## src/rtl/mem_pkg.sv

```systemverilog
// Shared types and helpers for the MEM stage: funct3 access sizes, handshake FSM states,
// byte-enable and alignment helpers.
package mem_pkg;

    typedef enum logic [2:0] {
        F3_B  = 3'b000,
        F3_H  = 3'b001,
        F3_W  = 3'b010,
        F3_D  = 3'b011,
        F3_BU = 3'b100,
        F3_HU = 3'b101,
        F3_WU = 3'b110
    } f3_e;

    typedef enum logic [1:0] {
        ST_IDLE = 2'b00,
        ST_REQ  = 2'b01,
        ST_RSP  = 2'b10
    } state_e;

    // Byte enables for an 8-byte bus; narrower buses take the low bits.
    function automatic logic [7:0] bmask_f(input logic [2:0] f3, input logic [2:0] addr_lo);
        logic [7:0] m;
        case (f3[1:0])
            2'b00:   m = 8'h01 << addr_lo;
            2'b01:   m = 8'h03 << addr_lo;
            2'b10:   m = 8'h0F << addr_lo;
            2'b11:   m = 8'hFF;
            default: m = 8'h00;
        endcase
        return m;
    endfunction

    function automatic logic aligned_f(input logic [2:0] f3, input logic [2:0] addr_lo);
        logic a;
        case (f3[1:0])
            2'b00:   a = 1'b1;
            2'b01:   a = (addr_lo[0] == 1'b0);
            2'b10:   a = (addr_lo[1:0] == 2'b00);
            2'b11:   a = (addr_lo == 3'b000);
            default: a = 1'b0;
        endcase
        return a;
    endfunction

endpackage

```

## src/rtl/lsu_align.sv

```systemverilog
// Combinational lane steering: store data replication and byte enables, plus load
// byte/half/word extraction with sign or zero extension.
module lsu_align
    import mem_pkg::*;
#(
    parameter int XLEN = 32
) (
    input  logic [2:0]                   i_f3,
    input  logic [$clog2(XLEN/8)-1:0]    i_addr_lo,
    input  logic [XLEN-1:0]              i_rs2,
    input  logic [XLEN-1:0]              i_rdata,
    output logic [XLEN-1:0]              o_wdata,
    output logic [XLEN/8-1:0]            o_bmask,
    output logic [XLEN-1:0]              o_ld_data
);

    localparam int NB = XLEN / 8;

    logic [XLEN-1:0] shifted_s;

    assign o_bmask   = NB'(bmask_f(i_f3, 3'(i_addr_lo)));
    assign shifted_s = i_rdata >> {i_addr_lo, 3'b000};

    // Replicate the store operand into every lane of its size.
    always_comb begin
        o_wdata = '0;
        for (int i = 0; i < NB; i++) begin
            case (i_f3[1:0])
                2'b00:   o_wdata[i*8 +: 8] = i_rs2[7:0];
                2'b01:   o_wdata[i*8 +: 8] = i_rs2[(i % 2)*8 +: 8];
                2'b10:   o_wdata[i*8 +: 8] = i_rs2[(i % 4)*8 +: 8];
                default: o_wdata[i*8 +: 8] = i_rs2[i*8 +: 8];
            endcase
        end
    end

    // Pick the addressed field out of the read data and extend it.
    always_comb begin
        case (i_f3)
            F3_B:    o_ld_data = XLEN'($signed(shifted_s[7:0]));
            F3_H:    o_ld_data = XLEN'($signed(shifted_s[15:0]));
            F3_W:    o_ld_data = XLEN'($signed(shifted_s[31:0]));
            F3_D:    o_ld_data = shifted_s;
            F3_BU:   o_ld_data = XLEN'(shifted_s[7:0]);
            F3_HU:   o_ld_data = XLEN'(shifted_s[15:0]);
            F3_WU:   o_ld_data = XLEN'(shifted_s[31:0]);
            default: o_ld_data = '0;
        endcase
    end

endmodule

```

## src/rtl/mem_stage_hs.sv

```systemverilog
// MEM pipeline stage with a request/grant/response data-memory handshake, bounded wait,
// misalignment detection and the MEM/WB pipeline register.
module mem_stage_hs
    import mem_pkg::*;
#(
    parameter int XLEN     = 32,
    parameter int MAX_WAIT = 15,
    parameter int CNT_W    = $clog2(MAX_WAIT + 1)
) (
    input  logic                 i_clk,
    input  logic                 i_reset,
    input  logic                 i_mem_insn_vld,
    input  logic [XLEN-1:0]      i_mem_pc,
    input  logic [31:0]          i_mem_inst,
    input  logic [XLEN-1:0]      i_mem_alu_data,
    input  logic [XLEN-1:0]      i_mem_rs2_data,
    input  logic                 i_mem_lsu_wren,
    input  logic                 i_mem_lsu_rden,
    input  logic [2:0]           i_mem_slt_sl,
    input  logic [1:0]           i_mem_wb_sel,
    input  logic                 i_mem_rd_wren,
    output logic                 o_dmem_req,
    output logic                 o_dmem_we,
    output logic [XLEN-1:0]      o_dmem_addr,
    output logic [XLEN-1:0]      o_dmem_wdata,
    output logic [XLEN/8-1:0]    o_dmem_bmask,
    input  logic                 i_dmem_gnt,
    input  logic                 i_dmem_rvalid,
    input  logic [XLEN-1:0]      i_dmem_rdata,
    output logic                 o_mem_stall,
    output logic [4:0]           o_mem_rd_addr_fwd,
    output logic                 o_mem_misalign,
    output logic                 o_mem_timeout,
    output logic [XLEN-1:0]      o_wb_pc_add4,
    output logic [XLEN-1:0]      o_wb_alu_data,
    output logic [XLEN-1:0]      o_wb_ld_data,
    output logic [XLEN-1:0]      o_wb_pc_debug,
    output logic [31:0]          o_wb_inst,
    output logic [1:0]           o_wb_sel,
    output logic                 o_wb_rd_wren,
    output logic                 o_wb_insn_vld
);

    localparam int OFF_W = $clog2(XLEN / 8);
    localparam logic [CNT_W-1:0] CNT_LAST = CNT_W'(MAX_WAIT - 1);

    state_e            state_q, state_d;
    logic [CNT_W-1:0]  cnt_q, cnt_d;
    logic              is_mem_s, aligned_s, acc_s, misalign_now_s;
    logic              req_s, complete_s, timeout_now_s, stall_s;
    logic [XLEN-1:0]   ld_ext_s;

    logic [XLEN-1:0]   pc_add4_q, pc_add4_d;
    logic [XLEN-1:0]   alu_data_q, alu_data_d;
    logic [XLEN-1:0]   ld_data_q, ld_data_d;
    logic [XLEN-1:0]   pc_debug_q, pc_debug_d;
    logic [31:0]       inst_q, inst_d;
    logic [1:0]        wb_sel_q, wb_sel_d;
    logic              rd_wren_q, rd_wren_d;
    logic              insn_vld_q, insn_vld_d;
    logic              misalign_q, misalign_d;
    logic              timeout_q, timeout_d;

    assign is_mem_s       = i_mem_insn_vld & (i_mem_lsu_wren | i_mem_lsu_rden);
    assign aligned_s      = aligned_f(i_mem_slt_sl, i_mem_alu_data[2:0]);
    assign acc_s          = is_mem_s & aligned_s;
    assign misalign_now_s = is_mem_s & ~aligned_s;
    assign stall_s        = acc_s & ~complete_s;

    lsu_align #(
        .XLEN (XLEN)
    ) u_lsu_align (
        .i_f3      (i_mem_slt_sl),
        .i_addr_lo (i_mem_alu_data[OFF_W-1:0]),
        .i_rs2     (i_mem_rs2_data),
        .i_rdata   (i_dmem_rdata),
        .o_wdata   (o_dmem_wdata),
        .o_bmask   (o_dmem_bmask),
        .o_ld_data (ld_ext_s)
    );

    // Handshake FSM and REQ+RSP wait counter; abort fires on the MAX_WAIT-th waiting cycle.
    always_comb begin
        state_d       = state_q;
        cnt_d         = cnt_q;
        req_s         = 1'b0;
        complete_s    = 1'b0;
        timeout_now_s = 1'b0;
        case (state_q)
            ST_IDLE: begin
                cnt_d = '0;
                if (acc_s) begin
                    req_s = 1'b1;
                    if (!i_dmem_gnt) begin
                        state_d = ST_REQ;
                    end else if (i_mem_lsu_rden) begin
                        state_d = ST_RSP;
                    end else begin
                        complete_s = 1'b1;
                        state_d    = ST_IDLE;
                    end
                end else begin
                    state_d = ST_IDLE;
                end
            end
            ST_REQ: begin
                req_s = 1'b1;
                if (i_dmem_gnt && !i_mem_lsu_rden) begin
                    complete_s = 1'b1;
                    state_d    = ST_IDLE;
                    cnt_d      = '0;
                end else if (cnt_q >= CNT_LAST) begin
                    complete_s    = 1'b1;
                    timeout_now_s = 1'b1;
                    state_d       = ST_IDLE;
                    cnt_d         = '0;
                end else if (i_dmem_gnt) begin
                    state_d = ST_RSP;
                    cnt_d   = cnt_q + CNT_W'(1);
                end else begin
                    cnt_d = cnt_q + CNT_W'(1);
                end
            end
            ST_RSP: begin
                if (i_dmem_rvalid) begin
                    complete_s = 1'b1;
                    state_d    = ST_IDLE;
                    cnt_d      = '0;
                end else if (cnt_q >= CNT_LAST) begin
                    complete_s    = 1'b1;
                    timeout_now_s = 1'b1;
                    state_d       = ST_IDLE;
                    cnt_d         = '0;
                end else begin
                    cnt_d = cnt_q + CNT_W'(1);
                end
            end
            default: begin
                state_d = ST_IDLE;
                cnt_d   = '0;
            end
        endcase
    end

    // MEM/WB capture on completion or non-access; a stalled cycle retires as a bubble.
    always_comb begin
        pc_add4_d  = pc_add4_q;
        alu_data_d = alu_data_q;
        ld_data_d  = ld_data_q;
        pc_debug_d = pc_debug_q;
        inst_d     = inst_q;
        wb_sel_d   = wb_sel_q;
        rd_wren_d  = 1'b0;
        insn_vld_d = 1'b0;
        if (!stall_s) begin
            pc_add4_d  = i_mem_pc + XLEN'(4);
            alu_data_d = i_mem_alu_data;
            ld_data_d  = timeout_now_s ? '0 : ld_ext_s;
            pc_debug_d = i_mem_pc;
            inst_d     = i_mem_inst;
            wb_sel_d   = i_mem_wb_sel;
            rd_wren_d  = i_mem_rd_wren & ~misalign_now_s;
            insn_vld_d = i_mem_insn_vld & ~misalign_now_s;
        end else begin
            rd_wren_d  = 1'b0;
            insn_vld_d = 1'b0;
        end
        misalign_d = misalign_q | misalign_now_s;
        timeout_d  = timeout_q | timeout_now_s;
    end

    // State, counter, sticky flags and MEM/WB register.
    always_ff @(posedge i_clk or posedge i_reset) begin
        if (i_reset) begin
            state_q    <= ST_IDLE;
            cnt_q      <= '0;
            pc_add4_q  <= '0;
            alu_data_q <= '0;
            ld_data_q  <= '0;
            pc_debug_q <= '0;
            inst_q     <= 32'h0000_0000;
            wb_sel_q   <= 2'b00;
            rd_wren_q  <= 1'b0;
            insn_vld_q <= 1'b0;
            misalign_q <= 1'b0;
            timeout_q  <= 1'b0;
        end else begin
            state_q    <= state_d;
            cnt_q      <= cnt_d;
            pc_add4_q  <= pc_add4_d;
            alu_data_q <= alu_data_d;
            ld_data_q  <= ld_data_d;
            pc_debug_q <= pc_debug_d;
            inst_q     <= inst_d;
            wb_sel_q   <= wb_sel_d;
            rd_wren_q  <= rd_wren_d;
            insn_vld_q <= insn_vld_d;
            misalign_q <= misalign_d;
            timeout_q  <= timeout_d;
        end
    end

    assign o_dmem_req        = req_s;
    assign o_dmem_we         = i_mem_lsu_wren;
    assign o_dmem_addr       = {i_mem_alu_data[XLEN-1:OFF_W], {OFF_W{1'b0}}};
    assign o_mem_stall       = stall_s;
    assign o_mem_rd_addr_fwd = i_mem_inst[11:7];
    assign o_mem_misalign    = misalign_q;
    assign o_mem_timeout     = timeout_q;
    assign o_wb_pc_add4      = pc_add4_q;
    assign o_wb_alu_data     = alu_data_q;
    assign o_wb_ld_data      = ld_data_q;
    assign o_wb_pc_debug     = pc_debug_q;
    assign o_wb_inst         = inst_q;
    assign o_wb_sel          = wb_sel_q;
    assign o_wb_rd_wren      = rd_wren_q;
    assign o_wb_insn_vld     = insn_vld_q;

endmodule

```

## config.mk

```make
export PLATFORM = sky130hd
export DESIGN_NAME = mem_stage_hs
export DESIGN_NICKNAME = d
export VERILOG_FILES = /design/src/rtl/mem_pkg.sv /design/src/rtl/lsu_align.sv /design/src/rtl/mem_stage_hs.sv
export SDC_FILE = /design/constraint.sdc
export NUM_CORES = 1
export LEC_CHECK = 0
export ABC_CLOCK_PERIOD_IN_PS = 13700
export BUFFER_PORTS_ARGS = -buffer_cell sky130_fd_sc_hd__buf_2
export CORE_MARGIN = 2
export CORE_UTILIZATION = 30
export CTS_BUF_LIST = sky130_fd_sc_hd__clkbuf_8
export DETAILED_ROUTE_END_ITERATION = 10
export PLACE_DENSITY = 0.58
export SYNTH_ARGS = -nofsm -noshare
export SYNTH_HDL_FRONTEND = slang
export SYNTH_SLANG_ARGS = --single-unit
```

## constraint.sdc

```tcl
create_clock -name i_clk -period 13.7 [get_ports i_clk]
set_input_delay 0.685 -clock i_clk [delete_from_list [all_inputs] [get_ports i_clk]]
set_output_delay 0.685 -clock i_clk [all_outputs]
set_load 0.01 [all_outputs]
```

==> run_results.csv, run 1 <==
group,metric,value,unit
sta,setup-tns-final,0,ns
power_and_ir_drop,power_frac_comb,0.196,
clock_network,insertion_delay,0.46,ns
final_layout,fillers,2761,
final_layout,final_util,0.3973,
route,drt-pass1-iter-count,5,
setup_path,reg2reg_to,"o_wb_inst[0]$_DFFE_PP0N_",
setup_path,end_kind,"output port",
sta,rsz0062_at_grt,"no",
yosys,yosysUniqueCellTypes,52,
run_status,status,"finished, final reports clean",
route,drc,0,
yosys,synth-edff-count,0,
job,drv_cap,0,
setup_path,cpPeakStageDelay,0.64,ns
place,dp.final_hpwl,18900,microns
setup_path,cp_slowest_cell,"inv_6",
final_layout,drive_gt1_frac,0.4711,
route,routedWlPerCell,16.75,microns
setup_path,crit-reg2reg-launch,"state_q[0]$_DFFE_PP0P_",
final_layout,diodes,0,
yosys,syn_area_per_cell,11.75,sq um
die,io_pins,415,
clock_network,cts-root-buf,"clkbuf_8",
power_and_ir_drop,clkPwrFrac,0.359,
clock_network,hold_buffers,0,
route,vias,6812,
final_layout,syn2layout_area_growth,29.90,%
power_and_ir_drop,swShare,0.2812,
clock_network,cts_tree,"built",
yosys,syn_inst,725,
grt,grt_pass1_vias,6803,
min_path,min_path_type,"in2async",
power_and_ir_drop,power.switching,0.3566,mW
place,numPortBuffers,412,
yosys,synth_top_area_frac,0.4993,
yosys,synth_async_sr_flop_share,1.000,
clock_network,clockBufferDepth,2,
grt,grt_overflow_total,0,
grt,grt_start_max_net_pins,97,
route,postRouteAntennaNets,0,
setup_path,crit_fanout,84,
power_and_ir_drop,ir_drop,0.00007146,V
sta,fin_crit_sh,0.3155,
setup_path,start_kind,"input port",
yosys,syn_area,8519,sq um
setup_path,ff2ff_path_depth,9,
sta,fin_crit,4.323,ns
clock_network,clkTransAtPathRegs,0.09,ns
yosys,synthFlopType,"dfrtp_1",
clock_network,cts_sinks,170,
grt,grt.total_usage,0.1630,
setup_path,cp_common_cell,"buf_2",
power_and_ir_drop,p_leak,5.311,nW
clock_network,htree_levels,4,
yosys,yosysWarningCount,0,
yosys,yosys_register_bits,170,
setup_path,path_class,"in2out",
sta,setup_viol,0,
setup_path,path_cells,"buf_2, inv_1, ha_1, a21oi_1, a21boi_4, nand2_2, inv_6, buf_2",
die,die_w,172.5,microns
sta,max_freq,0.2313,GHz
die,rows,61,
grt,grt_pass1_wl,38580,microns
sta,tightestPinTransition,1.124,ns
route,drt_iter0_drc,322,
clock_network,numCtsBuffers,17,
die,initial_utilization,0.3058,
clock_network,cts_resized,0,
sta,finalHoldViolations,0,
setup_path,reg2reg_slack,9.72,ns
yosys,netlist_top_cells_area,"dfrtp_1, mux2_1, mux2_2, buf_4, xnor2_1",
sta,slew_violations,0,
grt,antenna_found_initial,0,
sta,slew_headroom,0.2478,
route,wl,24610,microns
yosys,post-synth-top-area-cell,"dfrtp_1",
final_layout,fin_nets,1264,
route,viasPerCell,4.637,
die,core_area,27860,sq um
sta,fin_skew,0.01404,ns
place,gp_congestion,0.8761,
yosys,yosysSeqAreaShare,0.4993,
die,die-area,29760,sq um
power_and_ir_drop,internal_power,0.9115,mW
clock_network,cts_setup_buffers,0,
power_and_ir_drop,cellPowerDensity,114.6,nW/um^2
power_and_ir_drop,pwr-share-seq,0.445,
setup_path,worstPathRequired,13.02,ns
die,die_y,172.5,microns
setup_path,arrival,3.64,ns
## synthesized netlist by cell type (2+ instances only)
cell       count
dfrtp_1      170
o21bai_1       2
a21oi_1       30
nand2b_1       2
nand3_1       29
nand2_1       35
ha_1          13
inv_1         17
nor3b_1        3
xnor2_1       27
and2_1         2
mux2i_1       14
xor2_1         3
mux2_2        47
o21ai_1        9
nor2b_1        4
mux2_1        88
a22oi_1        9
o21a_1         3
o31ai_1        3
clkbuf_1      13
o21ai_0       28
buf_4         58
nor3_1         8
nor4_2         5
o2bb2ai_1     16
buf_1          2
nor2_1        25
nand4_1       10
buf_2         10
a22o_1        16
or2_2          4
## how the worst max path moves through the flow
stage / from / to / slack [ns] / cells after the start
global route: i_mem_slt_sl[1] / o_mem_stall / 9.12 / 8
CTS: i_mem_slt_sl[1] / o_mem_stall / 9.30 / 8
detailed placement: i_mem_slt_sl[1] / o_wb_inst[1]$_DFFE_PP0N_ / 8.99 / 9
global placement: i_mem_slt_sl[1] / o_wb_inst[5]$_DFFE_PP0N_ / 9.09 / 9
floorplan: i_reset / cnt_q[0]$_DFF_PP0_ / 8.41 / 1
finish: i_mem_slt_sl[1] / o_mem_stall / 9.38 / 8
## worst max-delay path, delay by kind of cell
kind / cells / cell delay [ns]
buffers and inverters: 4 / 1.12
AOI/OAI and AO/OA: 2 / 0.75
adders and majority gates: 1 / 0.47
and+or+nand+nor: 1 / 0.47
## cells in the final DEF (no fill, tap or decap), types with 9 or more instances in the layout
cell	count
nand3_1	29
buf_2	412
xnor2_1	27
mux2i_1	14
a21oi_1	30
a22o_1	16
o21ai_0	28
nand2_1	35
clkbuf_8	18
mux2_2	47
nor2_1	25
inv_1	16
dfrtp_1	170
mux2_1	88
ha_1	13
nand4_1	10
a22oi_1	9
o21ai_1	9
o2bb2ai_1	16
## stage by stage
| stage | hold WS [ns] | instance area [sq um] | total power [mW] | setup WS [ns] | instances |
|---|---|---|---|---|---|
| after global placement | 0.4486 | 10550 | 0.8244 | 9.090 | 1437 |
| after CTS | 0.3825 | 11070 | 1.290 | 9.300 | 1469 |
| after global routing | 0.3883 | 11070 | 1.332 | 9.121 | 1469 |
| after floorplan | 0.4530 | 8523 | 0.7135 | 8.412 | 726 |
| after detailed placement | 0.4457 | 10550 | 0.8272 | 8.988 | 1437 |
| final | 0.3864 | 11070 | 1.268 | 9.377 | 1469 |
## power groups by stage
stage	Sequential (mW)	Clock, mW	Combinational (mW)
after global placement	0.574	0	0.251
after global routing	0.571	0.490	0.271
after detailed placement	0.574	0	0.253
after floorplan	0.595	0	0.118
after CTS	0.565	0.472	0.254
final	0.565	0.455	0.248
## final cells by class
| class | instances | area (sq um) | area share |
|---|---|---|---|
| clock buffer | 18 | 247.7 | 0.02239 |
| inverter | 18 | 77.57 | 0.007010 |
| clock inverter | 14 | 266.5 | 0.02408 |
| sequential | 170 | 4254 | 0.3844 |
| timing repair buffer | 417 | 2100 | 0.1897 |
| multi-input combinational | 454 | 3649 | 0.3297 |
| tap | 378 | 473.0 | 0.04274 |
## registers in the layout (all words and copies together) (netlist names)
signal	count
o_wb_alu_data	32
o_wb_inst	32
o_wb_ld_data	32
o_wb_pc_add4	32
o_wb_pc_debug	30
cnt_q	4
o_wb_sel	2
state_q	2
o_mem_misalign	1
o_mem_timeout	1
o_wb_insn_vld	1
o_wb_rd_wren	1
## cell families (layout without fill, tap and decap cells)
logic type               count (synthesis)  after routing  synth area share
flip-flops                             170            170            0.4993
AND/OR/NAND/NOR                        134            134           0.08166
AO/OA/AOI/OAI                          125            125           0.09825
adder cells (fa/ha/maj)                 13             13           0.01909
other                                    1              2         0.0004402
multiplexers                           150            150            0.1975
XOR/XNOR                                30             30           0.03084
buffers and inverters                  102            467           0.07285
## routing by layer
| metal | vias to the layer above | wire [microns] | global-route usage |
|---|---|---|---|
| li1 | 3237 | - | - |
| met1 | 3251 | 10160 | 0.1981 |
| met2 | 304 | 11980 | 0.2743 |
| met3 | 20 | 2074 | 0.05526 |
| met4 | 0 | 392 | 0.04665 |
| met5 | - | 0 | 0 |
No activity file was read; power rests on OpenSTA's default activity.
==> run 2, diff against run 1 <==
- ABC_AREA: default -> 1
- ABC_CLOCK_PERIOD_IN_PS: 13700 -> 3600
- PLACE_DENSITY: 0.58 -> 0.59
- clock period: 13.7 -> 3.6 ns (I/O delays scaled with it)
==> run 2 against run 1 <==
Against the previous run: worst hold slack worse by 0.33 ns; global-route usage up 4.1 points; sequential share of layout area down 5.3 points; first-iteration DRC count up 91%; synthesized cell count up 78%; critical path depth up 3; total power rose to 3.8 times the previous value; sequential power rose to 3.9 times the previous value; critical endpoint unchanged; largest cell class unchanged.
==> run_results.csv, run 2 <==
group,metric,value,unit
die,core_area,30670,sq um
clock_network,numCtsBuffers,17,
setup_path,crit_buf_inv,3,
final_layout,most-common-layout-cells,"nand2_1, buf_2, nand3_1, dfrtp_1, dlygate4sd3_1",
clock_network,clockBufferDepth,2,
route,drc,0,
sta,fin_crit_sh,0.7115,
yosys,syn_inst,1287,
route,postRouteAntennaNets,0,
die,rows,64,
final_layout,drive_gt1_frac,0.2696,
clock_network,cts_tree,"built",
sta,fin_skew,0.01085,ns
place,dpl_cell_area,11430,sq um
sta,setup_viol,0,
clock_network,cts-root-buf,"clkbuf_8",
power_and_ir_drop,ir_drop,0.0002036,V
final_layout,fin_area,12820,sq um
min_path,hp-start,"i_mem_alu_data[1]",
setup_path,end_kind,"output port",
yosys,synth-edff-count,0,
setup_path,worstPathRequired,3.42,ns
sta,max_freq,0.3904,GHz
place,dp.final_hpwl,23770,microns
place,gp_congestion,0.9114,
route,vias,10020,
min_path,min_path_type,"in2reg",
setup_path,arrival,2.38,ns
place,dp.cells,1989,
final_layout,instances_no_fill,2121,
setup_path,crit_fanout,55,
run_status,status,"finished, final reports clean",
sta,finalHoldViolations,0,
sta,tightestPinTransition,0.9886,ns
final_layout,fillers,3208,
yosys,synth_top_area_frac,0.4536,
yosys,netlist_top_cells_area,"dfrtp_1, nand2_1, nand3_1, buf_4, inv_1",
yosys,syn_area,9378,sq um
route,routedWlPerCell,15.96,microns
sta,fin_crit,2.561,ns
yosys,yosysWarningCount,0,
place,numPortBuffers,412,
job,drv_cap,0,
grt,grt_pass1_wl,53770,microns
setup_path,path_cells,"inv_1, ha_1, nand2_1, o21ai_0, nand2_1, nand2_1, nand2_1, nand2_8, nand2_8, inv_1, buf_2",
yosys,syn_area_per_cell,7.287,sq um
clock_network,cts_setup_buffers,0,
yosys,yosysUniqueCellTypes,34,
setup_path,cpPeakStageDelay,0.41,ns
yosys,synth_common_cells,"nand2_1, nand3_1, dfrtp_1",
setup_path,start_kind,"flop",
yosys,synthFlopType,"dfrtp_1",
setup_path,critPathLaunch,"state_q[0]$_DFFE_PP0P_",
power_and_ir_drop,p_leak,7.229,nW
route,wl,33840,microns
sta,slew_violations,0,
grt,grt_pass1_vias,9958,
die,die_y,180.8,microns
sta,worst_slack,1.039,ns
sta,setup-tns-final,0,ns
setup_path,path_class,"reg2out",
clock_network,cts_resized,0,
yosys,post-synth-top-area-cell,"dfrtp_1",
yosys,yosys_register_bits,170,
die,initial_utilization,0.3058,
route,viasPerCell,4.726,
setup_path,crit_family,"simple AND/OR/NAND/NOR gates",
final_layout,syn2layout_area_growth,36.72,%
place,dp_slack,0.9887,ns
grt,grt.total_usage,0.2039,
grt,grt_overflow_total,0,
die,die-area,32690,sq um
die,die_w,180.8,microns
sta,slew_headroom,0.3395,
setup_path,crit-reg2reg-launch,"state_q[0]$_DFFE_PP0P_",
clock_network,insertion_delay,0.48,ns
grt,grt_start_max_net_pins,161,
setup_path,cp_common_cell,"nand2_1",
die,io_pins,415,
route,drt_iter0_drc,616,
final_layout,diodes,0,
final_layout,mostFrequentLayoutCell,"nand2_1",
grt,antenna_found_initial,1,
setup_path,cp_slowest_cell,"dfrtp_1",
yosys,yosysMostFrequentCell,"nand2_1",
power_and_ir_drop,cellPowerDensity,373.8,nW/um^2
clock_network,clkTransAtPathRegs,0.09,ns
final_layout,fin_nets,1898,
clock_network,htree_levels,4,
yosys,yosysSeqAreaShare,0.4536,
clock_network,cts_sinks,170,
yosys,synth_async_sr_flop_share,1.000,
route,drt-pass1-iter-count,5,
sta,rsz0062_at_grt,"no",
==> run 2: cell types whose count changed in the layout (fill, tap and decap cells not counted), moves of 16 or more <==
cell	before	now
nand2_1	35	535
nand3_1	29	192
nor2_1	25	54
mux2_1	88	0
a21oi_1	30	8
xnor2_1	27	4
inv_1	16	79
a22o_1	16	0
mux2_2	47	0
dlygate4sd3_1	0	100
o2bb2ai_1	16	0
==> run 2: worst min-delay path, cell delays in order <==
cell and delay [ns]:
buf_2 0.18, nand2_1 0.09, nand2_1 0.04
==> run 2: cell families (layout without fill, tap and decap cells) <==
logic type      after synthesis  count (layout)  share of synthesized area
other cells                   1               2                  0.0003999
buf+inv                     202             639                     0.1073
compound gates               63              63                    0.03963
simple gates                818             818                     0.3630
xor+xnor                     20              20                    0.01868
flops                       170             170                     0.4536
fa+ha+maj                    13              13                    0.01735
==> run 2: worst paths after layout <==
kind	to	slack (ns)	cells past startpoint
worst max register to register	o_wb_pc_add4[1]$_DFFE_PP0N_	1.25	10
worst max-delay path	o_mem_stall	1.04	11
max in group asynchronous	o_wb_ld_data[15]$_DFFE_PP0N_	2.28	4
worst min-delay path	o_wb_alu_data[1]$_DFFE_PP0N_	0.06	3
worst min register to register	o_mem_misalign$_DFF_PP0_	0.48	2
min in group asynchronous	o_wb_insn_vld$_DFF_PP0_	0.47	3
==> run 2: cell type report <==
cell class | instances | area (sq um) | share of cell area
Clock buffer | 18 | 247.7 | 0.01932
Clock inverter | 14 | 137.6 | 0.01073
Inverter | 83 | 315.3 | 0.02459
Multi-Input combinational cell | 916 | 4155 | 0.3241
Sequential cell | 170 | 4254 | 0.3318
Tap cell | 396 | 495.5 | 0.03865
Timing Repair Buffer | 524 | 3216 | 0.2508
==> run 2: per-stage QoR <==
stage	utilization	hold WS, ns	power, mW
floorplan	-	0.2896	2.852
global placement	0.3728	0.3756	3.366
detailed placement	0.3728	0.3788	3.380
CTS	0.4180	0.007709	4.875
global route	0.4180	0.03030	5.082
finish	0.4180	0.05608	4.792
==> run 2: where the power goes <==
group          leakage (nW)  switching, mW  total, mW  internal (mW)
clock                 0.190          0.798       1.38          0.580
sequential             2.05         0.0984       2.19           2.09
combinational          4.99          0.746       1.23          0.480
total                  7.23           1.64       4.79           3.15
==> run 2: metal layers <==
metal	vias up	global-route usage	wire length, microns	share of wire
li1	4880	-	-	-
met1	4710	0.2487	13830	0.41
met2	387	0.3611	17170	0.51
met3	47	0.04475	2201	0.065
met4	0	0.05613	646	0.019
met5	-	0	0	0
==> run 2: what timing repair did <==
item / 4_1_cts / 5_1_grt
setup endpoints to repair: 0 / 0
endpoints found under the hold margin: 143 / 0
hold buffers: 100 / 0
